## src/rtl/instr_sequencer_pkg.sv

```systemverilog
// instr_sequencer_pkg
//   Types and constants shared by the instruction sequencer and the decoder.
//   - state_t      : sequencer FSM states
//   - OP_*         : opcode values, also used by the decoder
//   - DEF_DATA_W / DEF_OP_W : default RAM word width and opcode width
package instr_sequencer_pkg;

  localparam int DEF_DATA_W = 16;
  localparam int DEF_OP_W   = 4;

  typedef enum logic [2:0] {
    IDLE    = 3'd0,
    S_FETCH = 3'd1,
    S_EX1   = 3'd2,
    S_EX2   = 3'd3,
    S_HALT  = 3'd4
  } state_t;

  localparam logic [3:0] OP_LDA = 4'd0;
  localparam logic [3:0] OP_STA = 4'd1;
  localparam logic [3:0] OP_ADD = 4'd2;
  localparam logic [3:0] OP_SUB = 4'd3;
  localparam logic [3:0] OP_JMP = 4'd4;
  localparam logic [3:0] OP_JMI = 4'd5;
  localparam logic [3:0] OP_JEQ = 4'd6;
  localparam logic [3:0] OP_STP = 4'd7;
  localparam logic [3:0] OP_LDI = 4'd8;
  localparam logic [3:0] OP_LSR = 4'd10;
  localparam logic [3:0] OP_ASR = 4'd11;

endpackage

```

## src/rtl/instr_sequencer_instr_reg.sv

```systemverilog
// instr_sequencer_instr_reg
//   Instruction register: holds opcode (ir) and operand (n) split from a RAM
//   word, plus the pipe_loaded flag that suppresses the normal FETCH capture
//   when the word was already taken at the end of the previous instruction.
// Ports:
//   clk, rst_n  : clock, asynchronous active-low reset
//   in_fetch    : sequencer is in S_FETCH this cycle
//   pipe_load   : early-fetch capture at the final exec edge
//   word        : RAM read data
//   ir, n       : registered opcode / operand
module instr_sequencer_instr_reg #(
  parameter int DATA_W = 16,
  parameter int OP_W   = 4,
  parameter int N_W    = DATA_W - OP_W
) (
  input  logic              clk,
  input  logic              rst_n,
  input  logic              in_fetch,
  input  logic              pipe_load,
  input  logic [DATA_W-1:0] word,
  output logic [OP_W-1:0]   ir,
  output logic [N_W-1:0]    n
);

  logic [OP_W-1:0] ir_q, ir_d;
  logic [N_W-1:0]  n_q, n_d;
  logic            pipe_loaded_q, pipe_loaded_d;
  logic            load;

  // FETCH always lasts exactly one cycle, so clearing the flag at the FETCH
  // closing edge is the same as clearing it on leaving S_FETCH.
  assign load = pipe_load | (in_fetch & ~pipe_loaded_q);

  always_comb begin
    ir_d          = ir_q;
    n_d           = n_q;
    pipe_loaded_d = pipe_loaded_q;
    if (load) begin
      ir_d = word[DATA_W-1:N_W];
      n_d  = word[N_W-1:0];
    end
    if (pipe_load) begin
      pipe_loaded_d = 1'b1;
    end else if (in_fetch) begin
      pipe_loaded_d = 1'b0;
    end
  end

  always_ff @(posedge clk or negedge rst_n) begin
    if (!rst_n) begin
      ir_q          <= '0;
      n_q           <= '0;
      pipe_loaded_q <= 1'b0;
    end else begin
      ir_q          <= ir_d;
      n_q           <= n_d;
      pipe_loaded_q <= pipe_loaded_d;
    end
  end

  assign ir = ir_q;
  assign n  = n_q;

endmodule

```

## src/rtl/instr_sequencer.sv

```systemverilog
// instr_sequencer
//   Control sequencer in front of the instruction decoder. Produces one-hot
//   FETCH/EXEC1/EXEC2 strobes, captures the instruction word into IR/N,
//   honours EXTRA (third cycle), halts on STP and supports early fetch
//   (can_pipe) so IR is already valid during FETCH.
// Ports:
//   clk, rst_n        : clock, asynchronous active-low reset
//   run               : start/resume from IDLE or HALT (level)
//   ram_q             : RAM read data
//   EXTRA, can_pipe   : decoder requests
//   FETCH/EXEC1/EXEC2 : cycle strobes
//   IR, N             : opcode / operand
//   HALTED, busy      : status
//   cycle_cnt, instr_cnt : perf counters, only with INSTR_SEQUENCER_PERF_EN
//
// state   | meaning
// IDLE    | after reset, waiting for run
// S_FETCH | instruction word fetch (IR captured unless early-fetched)
// S_EX1   | first execute cycle
// S_EX2   | optional second execute cycle (EXTRA)
// S_HALT  | stopped on STP, waiting for run
module instr_sequencer
  import instr_sequencer_pkg::*;
#(
  parameter int              DATA_W = DEF_DATA_W,
  parameter int              OP_W   = DEF_OP_W,
  parameter int              N_W    = DATA_W - OP_W,
  parameter logic [OP_W-1:0] STP_OP = 4'b0111
) (
  input  logic              clk,
  input  logic              rst_n,
  input  logic              run,
  input  logic [DATA_W-1:0] ram_q,
  input  logic              EXTRA,
  input  logic              can_pipe,
  output logic              FETCH,
  output logic              EXEC1,
  output logic              EXEC2,
  output logic [OP_W-1:0]   IR,
  output logic [N_W-1:0]    N,
  output logic              HALTED,
  output logic              busy
`ifdef INSTR_SEQUENCER_PERF_EN
  ,
  output logic [31:0]       cycle_cnt,
  output logic [31:0]       instr_cnt
`endif
);

  state_t state_q, state_d;
  logic   is_stp;
  logic   exit_to_fetch;
  logic   enter_halt;
  logic   pipe_load;

  assign is_stp = (IR == STP_OP);

  always_comb begin
    state_d       = state_q;
    exit_to_fetch = 1'b0;
    enter_halt    = 1'b0;
    unique case (state_q)
      IDLE:    if (run) state_d = S_FETCH;
      S_FETCH: state_d = S_EX1;
      S_EX1: begin
        if (is_stp) begin
          state_d    = S_HALT;
          enter_halt = 1'b1;
        end else if (EXTRA) begin
          state_d = S_EX2;
        end else begin
          state_d       = S_FETCH;
          exit_to_fetch = 1'b1;
        end
      end
      S_EX2: begin
        state_d       = S_FETCH;
        exit_to_fetch = 1'b1;
      end
      S_HALT:  if (run) state_d = S_FETCH;
      default: state_d = IDLE;
    endcase
  end

  // Early fetch only on a final exec cycle that really returns to FETCH;
  // an STP exit therefore never pipelines.
  assign pipe_load = can_pipe & exit_to_fetch;

  always_ff @(posedge clk or negedge rst_n) begin
    if (!rst_n) state_q <= IDLE;
    else        state_q <= state_d;
  end

  assign FETCH  = (state_q == S_FETCH);
  assign EXEC1  = (state_q == S_EX1);
  assign EXEC2  = (state_q == S_EX2);
  assign HALTED = (state_q == S_HALT);
  assign busy   = FETCH | EXEC1 | EXEC2;

  instr_sequencer_instr_reg #(
    .DATA_W (DATA_W),
    .OP_W   (OP_W),
    .N_W    (N_W)
  ) u_instr_reg (
    .clk       (clk),
    .rst_n     (rst_n),
    .in_fetch  (FETCH),
    .pipe_load (pipe_load),
    .word      (ram_q),
    .ir        (IR),
    .n         (N)
  );

`ifdef INSTR_SEQUENCER_PERF_EN
  logic [31:0] cycle_cnt_q, cycle_cnt_d;
  logic [31:0] instr_cnt_q, instr_cnt_d;

  always_comb begin
    cycle_cnt_d = cycle_cnt_q;
    instr_cnt_d = instr_cnt_q;
    if (busy)                       cycle_cnt_d = cycle_cnt_q + 32'd1;
    if (exit_to_fetch | enter_halt) instr_cnt_d = instr_cnt_q + 32'd1;
  end

  always_ff @(posedge clk or negedge rst_n) begin
    if (!rst_n) begin
      cycle_cnt_q <= '0;
      instr_cnt_q <= '0;
    end else begin
      cycle_cnt_q <= cycle_cnt_d;
      instr_cnt_q <= instr_cnt_d;
    end
  end

  assign cycle_cnt = cycle_cnt_q;
  assign instr_cnt = instr_cnt_q;
`endif

endmodule

```

## config.mk

```make
export PLATFORM = sky130hd
export DESIGN_NAME = instr_sequencer
export DESIGN_NICKNAME = d
export VERILOG_FILES = /design/src/rtl/instr_sequencer_pkg.sv /design/src/rtl/instr_sequencer_instr_reg.sv /design/src/rtl/instr_sequencer.sv
export SDC_FILE = /design/constraint.sdc
export NUM_CORES = 1
export LEC_CHECK = 0
export ABC_AREA = 1
export CORE_UTILIZATION = 42
export DETAILED_ROUTE_END_ITERATION = 8
export GPL_TIMING_DRIVEN = 0
export PLACE_DENSITY = 0.89
export SLEW_MARGIN = 25
export SYNTH_ARGS = -nofsm -noshare
export SYNTH_HDL_FRONTEND = slang
export SYNTH_SLANG_ARGS = --single-unit
```

## constraint.sdc

```tcl
create_clock -name clk -period 3.5 [get_ports clk]
set_input_delay 0.875 -clock clk [delete_from_list [all_inputs] [get_ports clk]]
set_output_delay 0.875 -clock clk [all_outputs]
set_load 0.1 [all_outputs]
```

-- Yosys cells after proc, flatten, opt, wreduce, memory -nomap -nowiden
Cells that the tools add are included.
- register bits: 20
- output and inout port bits: 21
- logic and storage cells: 28
- equality and inequality tests: 6
- mux-type cells: 9
- bitwise gates (word level): 6
- reductions and logical operators: 3
- operator list (kind ; number):
    $pmux W3 S4 ; 1
    $eq A3 B2 Y1 const B ; 2
    $mux W3 ; 2
    $eq A4 B3 Y1 const B ; 1
    $mux W1 ; 4
    $eq A3 B1 Y1 const B ; 1
    $eq A3 B3 Y1 const B ; 1
    $logic_not A3 Y1 ; 1
    $or A1 B1 Y1 ; 3
    $and A1 B1 Y1 ; 2
    $mux W2 ; 1
    $ne A2 B1 Y1 const B ; 1
    $pmux W1 S2 ; 1
    $reduce_bool A2 Y1 ; 1
    $reduce_or A2 Y1 ; 1
    $not A1 Y1 ; 1

-- Logic depth before layout (Yosys ltp)
Gate-level depths: netlist of the first run.
- word-level depth: 5
- gate-level depth with buffers: 10
- gate-level depth less buffers: 9

-- By module
From an unflattened synthesis of the first run, not the netlist that was laid out.
- cells, all modules: 102
- area total of the unflattened synthesis: 924.6 um2
- by module, submodules not included (module ; instances ; cells an instance ; area each (um2) ; seq. area each (um2)):
    instr_sequencer_instr_reg ; 1 ; 73 ; 710.7 ; 425.4
    instr_sequencer ; 1 ; 29 ; 214.0 ; 75.1

-- Worst setup path after synthesis of the first run
Ideal clock, no wire load.
- kind: reg2out
- start: register state_q[0]
- end: output port HALTED
- arrival time: 1.830 ns
- required time: 2.625 ns
- path slack: 0.795 ns
- cell stages (with the launch flop): 4
- buffers on the path: 0
- cell sequence: dfrtp_1 -> nor2_1 -> inv_1 -> nor2_1
- cells in the longest elaborated chain, start to end: 1
- ends and longest elaborated chain (what ; line ; text):
    start: declaration ; instr_sequencer.sv:50 ; state_t state_q, state_d;
    start signal: assignment ; instr_sequencer.sv:91 ; else state_q <= state_d;
    $eq A3 B3 Y1 ; instr_sequencer.sv:97 ; assign HALTED = (state_q == S_HALT);
    end: declaration ; instr_sequencer.sv:41 ; output logic HALTED,
No other way between the ends.

-- Worst setup path after layout of the first run
- start: register state_q[2]
- end: output port FETCH
- cells in the longest elaborated chain, start to end: 1
- ends and longest elaborated chain (what ; line ; text):
    $eq A3 B1 Y1 ; instr_sequencer.sv:94 ; assign FETCH = (state_q == S_FETCH);
    end: declaration ; instr_sequencer.sv:36 ; output logic FETCH,
No other way between the ends.

==> results of run 1 <==
## Yosys cell counts
library cell	n	share of area
nand2_1	37	0.16
dfrtp_1	20	0.56
nand3_1	17	0.096
inv_1	6	0.025
nor2_1	4	0.017
nand2_2	3	0.021
buf_2	2	0.011
nand2_4	2	0.025
a31oi_1	1	0.0071
a32o_1	1	0.011
buf_8	1	0.017
inv_2	1	0.0042
nand3_2	1	0.011
nor2_2	1	0.0071
nor2_4	1	0.013
o21ai_0	1	0.0056
o22ai_1	1	0.0071
## cell families after synthesis
group | share of synthesized area
and+or+nand+nor | 0.347
DFF | 0.564
buffers and inverters | 0.0578
AOI/OAI and AO/OA | 0.0310
## state kept, by name, summed over array words and instances, names as in the netlist
name and flops:
u_instr_reg.n 12, u_instr_reg.ir 4, state_q 3, u_instr_reg.pipe_loaded_q 1
## worst paths after layout
| path | from | to | cells after the start |
|---|---|---|---|
| worst max-delay path | state_q[2]$_DFFE_PN0P_ | FETCH | 4 |
| worst max register to register | state_q[2]$_DFFE_PN0P_ | u_instr_reg.n[5]$_DFFE_PN0P_ | 9 |
| worst min-delay path | u_instr_reg.n[6]$_DFFE_PN0P_ | u_instr_reg.n[6]$_DFFE_PN0P_ | 2 |
| min in group asynchronous | rst_n | u_instr_reg.n[8]$_DFFE_PN0P_ | 1 |
| worst min register to register | u_instr_reg.n[6]$_DFFE_PN0P_ | u_instr_reg.n[6]$_DFFE_PN0P_ | 2 |
| max in group asynchronous | rst_n | u_instr_reg.ir[1]$_DFFE_PN0P_ | 1 |
## per-layer routing
layer | global-route usage | vias up | wire length (µm)
li1 | - | 409 | -
met1 | 0.227 | 368 | 868
met2 | 0.324 | 27 | 1030
met3 | 0.0604 | 2 | 106
met4 | 0.0500 | 0 | 12
met5 | 0 | - | 0
## critical path: stages, from the launching register on
cell and delay, ns:
dfrtp_1 0.41, inv_2 0.09, nand2_1 0.09, nor2_2 0.17, clkdlybuf4s50_1 1.16
## cell usage in the layout, fill, tap and decap left out, types with 2 or more instances in the layout
| cell type | n |
|---|---|
| buf_2 | 2 |
| nand2_4 | 2 |
| inv_1 | 6 |
| clkdlybuf4s50_1 | 41 |
| dfrtp_1 | 20 |
| nand3_1 | 17 |
| nand2_1 | 37 |
| clkbuf_4 | 3 |
| nor2_1 | 4 |
| nand2_2 | 3 |
## layout make-up
class / count / area, µm² / share of cell area
flip-flops and latches: 20 / 500 / 0.370
multi-input cells: 70 / 335 / 0.248
well taps: 27 / 33.8 / 0.0250
clock buffers: 3 / 22.5 / 0.0166
inverters: 7 / 26.3 / 0.0194
repair buffers: 41 / 410 / 0.303
plain buffers: 3 / 25.0 / 0.0185
## per-stage QoR
stage	hold slack, ns	worst slack (ns)
6_report	0.518	0.411
5_1_grt	0.560	0.298
4_1_cts	0.527	0.398
3_5_place_dp	0.497	0.737
3_3_place_gp	0.486	0.778
2_1_floorplan	0.484	0.795
==> metrics.md, run 1 <==
| Metric | Value |
|---|---|
| DP Wirelength | 1560 µm |
| Die height | around 48 µm |
| Fillers | 160 |
| Setup crit end kind | output port |
| Top-level I/O count | 42 |
| Clock transition at path regs | around 0.10 ns |
| Distinct cells, synth | 17 |
| DRT Wirelength | roughly 2000 µm |
| Max Clock Skew | between 0.002 and 0.0025 ns |
| Final cell count without fillers | ~170 |
| Final setup viols | 0 |
| Final Cycle Share | 0.883 |
| Syn Nets | about 120 |
| First-pass DRT Iterations | 4 |
| Critical path type | reg2out |
| Finished Core Util | 0.683 |
| Antenna violations before repair | 0 |
| Largest net degree at the start of global routing | 21 |
| RSZ-0062 raised after global routing | false |
| Final nets | ~170 |
| Clock sinks | 20 |
| Crit-path max FO | 4 |
| DIE AREA | 2300 µm² |
| Vias per cell | approximately 4.7 |
| Post-CTS Setup Inserts | 0 |
| Clock buffer count from CTS | 3 |
| Share of cells above drive strength 1 | 0.104 |
| Status | completed |
| Post-synthesis sequential area ratio | 0.564 |
| Worst Tran Pin Value | 0.984 ns |
| DR DRC count | 0 |
| Worst Path Arrival | ~2.2 ns |
| Slew Limit Fails | 0 |
| Final Wtd Congestion | 0.786 |
| HP Class | reg2reg |
| Core ar. | ~2000 µm² |
| Vias in the first global route | just over 700 |
| CTS tree | built |
| Critical path launch point type | flop |
| Root Buffer | clkbuf_4 |
| Setup TNS | 0 ns |
| Post-DRT Antenna Nets | 0 |
| Die X-Extent | 48.0 µm |
| Post-Synthesis Cell Area | 887 µm² |
| Placed cell areas | 1330 µm² |
| Total track usage | 0.188 |
| Clock Latency Late Sink | 0.30 ns |
| # Max-Cap Violations | 0 |
| Antenna cells | 0 |
| First-pass GRT wire length | about 3000 µm |
| Cells after Synth | 100 |
| DR vias | about 810 |
| Slew HR | 0.342 |
| R2R setup slack | between 2 and 2.5 ns |
| # hold bufs at CTS | 0 |
| Resized Gates After CTS | 0 |
| DR WL/cell | about 12 µm |
| Number of synthesized register bits | 20 |
| Final Hold Violating Endpoints | 0 |
| Final min period | approximately 3.1 ns |
| Syn avg cell area | 8.87 µm² |
| Final instance area | 1350 µm² |
| Starting Density | 0.448 |
| CTS max path bufs | 2 |
| H-Tree Level Count | 1 |
| Area grow syn2layout | 52.6% |
| Placed insts | 168 |
| CP required | between 2 and 3 ns |
| Port buffer count | just over 40 |
| Fmax | approximately 0.32 GHz |
| Remaining Overflow, GRT | 0 |
| YS warnings | 0 |
| 1st-iter DRT viols | 8 |
| Num rows | 16 |
Power of run 1 is not shown: default switching activity piles up to over one toggle a cycle in this logic, so the estimate is an artifact.
==> run 2, diff against run 1 <==
SLEW_MARGIN = default   (was 25)
==> results of run 2 <==
Final layout, timing and power as in run 1 (identical DEF).
Power of run 2 is left out for the same reason.
==> run 3, diff against run 2 <==
ABC_AREA = default   (was 1)
CORE_UTILIZATION = 43   (was 42)
==> run 3 against run 2 <==
Net effect: core utilization grew 1.6 points; non-clock buffer count shrank 2; worst hold slack better by 0.0050 ns; via count fell by 18%; register-to-register slack worse by 0.29 ns; setup slack worse by 0.074 ns; global-route usage up 0.15 points; sequential share of layout area decreased by 1.2 points; first-iteration DRC count shrank 50%; die area increased by 2.5%; maximum frequency shrank 2.3%.
==> metrics.md, run 3 <==
| Metric | Value |
|---|---|
| Status | completed |
| Post-CTS Setup Inserts | 0 (unchanged) |
| 1st-iter DRT viols | 4 (-4) |
| Largest family of logic cells by synthesized area | multiplexers |
| Xor-xnor portion of the synthesized cell area | 0 (unchanged) |
| Largest net degree at the start of global routing | 21 (unchanged) |
| CTS max path bufs | 2 (unchanged) |
| Worst Path Arrival | 2.29 ns (+0.08 ns) |
| Simple-Gate Fraction of Synth Area | 0.148 (-0.199) |
| Syn avg cell area | 14.8 µm² (+67%) |
| Final nets | 130 (-22%) |
| HP Class | reg2reg |
| Port buffer count | 41 (unchanged) |
| Commonest non-fill, non-tap cells in the layout | 41 x clkdlybuf4s50_1, 20 x dfrtp_1, 10 x mux2_4, 6 x mux2_2, 5 x nor2_1 |
| Slew HR | 0.346 (+0.00429) |
| Vias in the first global route | 701 (-1.5%) |
| RSZ-0062 raised after global routing | false |
| Max Clock Skew | 0.00142 ns (-0.000980 ns) |
| Final Wtd Congestion | 0.756 (-3.8%) |
| Area grow syn2layout | 50.1% |
| Die height | 48.6 µm (+1.3%) |
| DIE AREA | 2360 µm² (+2.5%) |
| Vias per cell | 4.96 (+5.1%) |
| Cells after Synth | 63 (-37%) |
| Count leader, synth | dfrtp_1 |
| Asr flop ratio synth | 1.00 (unchanged) |
| Crit-path max FO | 8 (+4) |
| DR DRC count | 0 (unchanged) |
| # Max-Cap Violations | 0 (unchanged) |
| Slowest CP cell | clkdlybuf4s50_1 |
| Top-level I/O count | 42 (unchanged) |
| Clock Latency Late Sink | 0.29 ns (about the same) |
| Number of synthesized register bits | 20 (unchanged) |
| Final min period | 3.16 ns (+0.0743 ns) |
| Clock transition at path regs | 0.10 ns (about the same) |
| Final Hold Violating Endpoints | 0 (unchanged) |
| Main area contributors after synthesis | dfrtp_1 54%, mux2_4 16%, mux2_2 7.2% |
| DP Wirelength | 1520 µm (-2.2%) |
| Root Buffer | clkbuf_4 |
| Post-Synthesis Cell Area | 932 µm² (+5.1%) |
| YS warnings | 0 (unchanged) |
| Post-synthesis sequential area ratio | 0.537 (-0.0273) |
| Largest area contributor in the netlist | dfrtp_1 |
| Critical path launch point type | flop |
| DRT Wirelength | 2020 µm (-0.15%) |
| Remaining Overflow, GRT | 0 (unchanged) |
| Final setup viols | 0 (unchanged) |
| Number of flip-flops in the largest register | 12 (unchanged) |
| Fillers | 149 (-6.9%) |
| Synth Area in Compound Gates | 0.0604 (+0.0294) |
| Fmax | 0.316 GHz (-2.3%) |
| Distinct cells, synth | 21 (+4) |
| Post-synth top flop | dfrtp_1 |
| Storage cell area | 500 µm² (unchanged) |
| First-pass DRT Iterations | 4 (unchanged) |
| Resized Gates After CTS | 0 (unchanged) |
| Most common cell after layout, fill and taps aside | clkdlybuf4s50_1 |
| Total track usage | 0.190 (+0.00155) |
| Setup crit end kind | output port |
| Post-Synth Adder-Cell Area | 0 (unchanged) |
| CP required | 2.62 ns (about the same) |
| Die X-Extent | 48.6 µm (+1.3%) |
| Post-DRT Antenna Nets | 0 (unchanged) |
| Clock sinks | 20 (unchanged) |
| Post-synth top cells | 20 x dfrtp_1, 10 x mux2_4, 6 x mux2_2 |
| DR vias | 664 (-18%) |
| Antenna cells | 0 (unchanged) |
| CP peak stage delay | 1.14 ns (-0.02 ns) |
| DR WL/cell | 15.0 µm (+27%) |
| Syn Nets | 84 (-31%) |
| Setup TNS | 0 ns (unchanged) |
| EDFF count, synth | 0 (unchanged) |
| Mux share of post-synthesis cell area | 0.234 (+0.234) |
| Clock buffer count from CTS | 3 (unchanged) |
| H-Tree Level Count | 1 (unchanged) |
| Worst Tran Pin Value | 0.978 ns (-0.00642 ns) |
| Final Cycle Share | 0.904 (+0.0212) |
| # hold bufs at CTS | 0 (unchanged) |
| Num rows | 16 (unchanged) |
| Post-synth top area share | 0.537 (-0.0273) |
| Slew Limit Fails | 0 (unchanged) |
| CTS tree | built |
| Area of the multi-input gates | 412 µm² (+23%) |
| Starting Density | 0.466 (+0.0180) |
| Core ar. | 2000 µm² (+1.0%) |
| First-pass GRT wire length | 3290 µm (+12%) |
| Antenna violations before repair | 0 (unchanged) |
| Share of cells above drive strength 1 | 0.243 (+0.139) |
| Crit path cell chain | and2b_2 > nor2b_1 > clkdlybuf4s50_1 |
| Critical path type | reg2out |
-- run 3: stage by stage --
step                cells  hold slack [ns]  instance area [µm²]  utilization  worst slack, ns
floorplan              63            0.480                  932            -            0.627
global placement      131            0.493                 1380        0.688            0.702
detailed placement    131            0.497                 1380        0.688            0.659
CTS                   134            0.527                 1400        0.699            0.321
global route          134            0.551                 1400        0.699            0.232
finish                134            0.523                 1400        0.699            0.337
-- run 3: worst max-delay path, delay by kind of cell, from the launching register on --
kind	cells	cell delay (ns)
buf+inv	1	1.14
flops	1	0.46
simple gates	2	0.40
-- run 3: logic make-up (layout without fill, tap and decap cells) --
kind of cell / Yosys count / in the layout
compound gates: 6 / 6
buf+inv: 1 / 45
flops: 20 / 20
mux: 16 / 16
simple gates: 20 / 20
-- run 3: cell type report --
cell class / instances / share of cell area
clock buffers: 3 / 0.0161
multi-input cells: 42 / 0.294
repair buffers: 41 / 0.293
well taps: 27 / 0.0242
flip-flops and latches: 20 / 0.358
plain buffers: 1 / 0.0143
-- run 3: path summary, 6_finish.rpt --
path	end	startpoint	slack [ns]	cells after the start
setup / recovery	EXEC1	state_q[2]$_DFFE_PN0P_	0.34	3
hold / removal	u_instr_reg.n[10]$_DFFE_PN0P_	u_instr_reg.n[10]$_DFFE_PN0P_	0.52	1
setup reg to reg	u_instr_reg.n[3]$_DFFE_PN0P_	state_q[1]$_DFFE_PN0P_	1.78	4
hold reg to reg	u_instr_reg.n[10]$_DFFE_PN0P_	u_instr_reg.n[10]$_DFFE_PN0P_	0.52	1
max in group asynchronous	u_instr_reg.ir[2]$_DFFE_PN0P_	rst_n	1.86	1
min in group asynchronous	u_instr_reg.n[9]$_DFFE_PN0P_	rst_n	1.09	1
-- run 3: routing by layer --
layer,track usage,vias up,wire length (µm)
met4,0.108,0,27
met3,0.0283,2,58
met2,0.340,20,1110
li1,-,317,-
met1,0.214,325,814
met5,0,-,0
Power of run 3 is left out for the same reason.
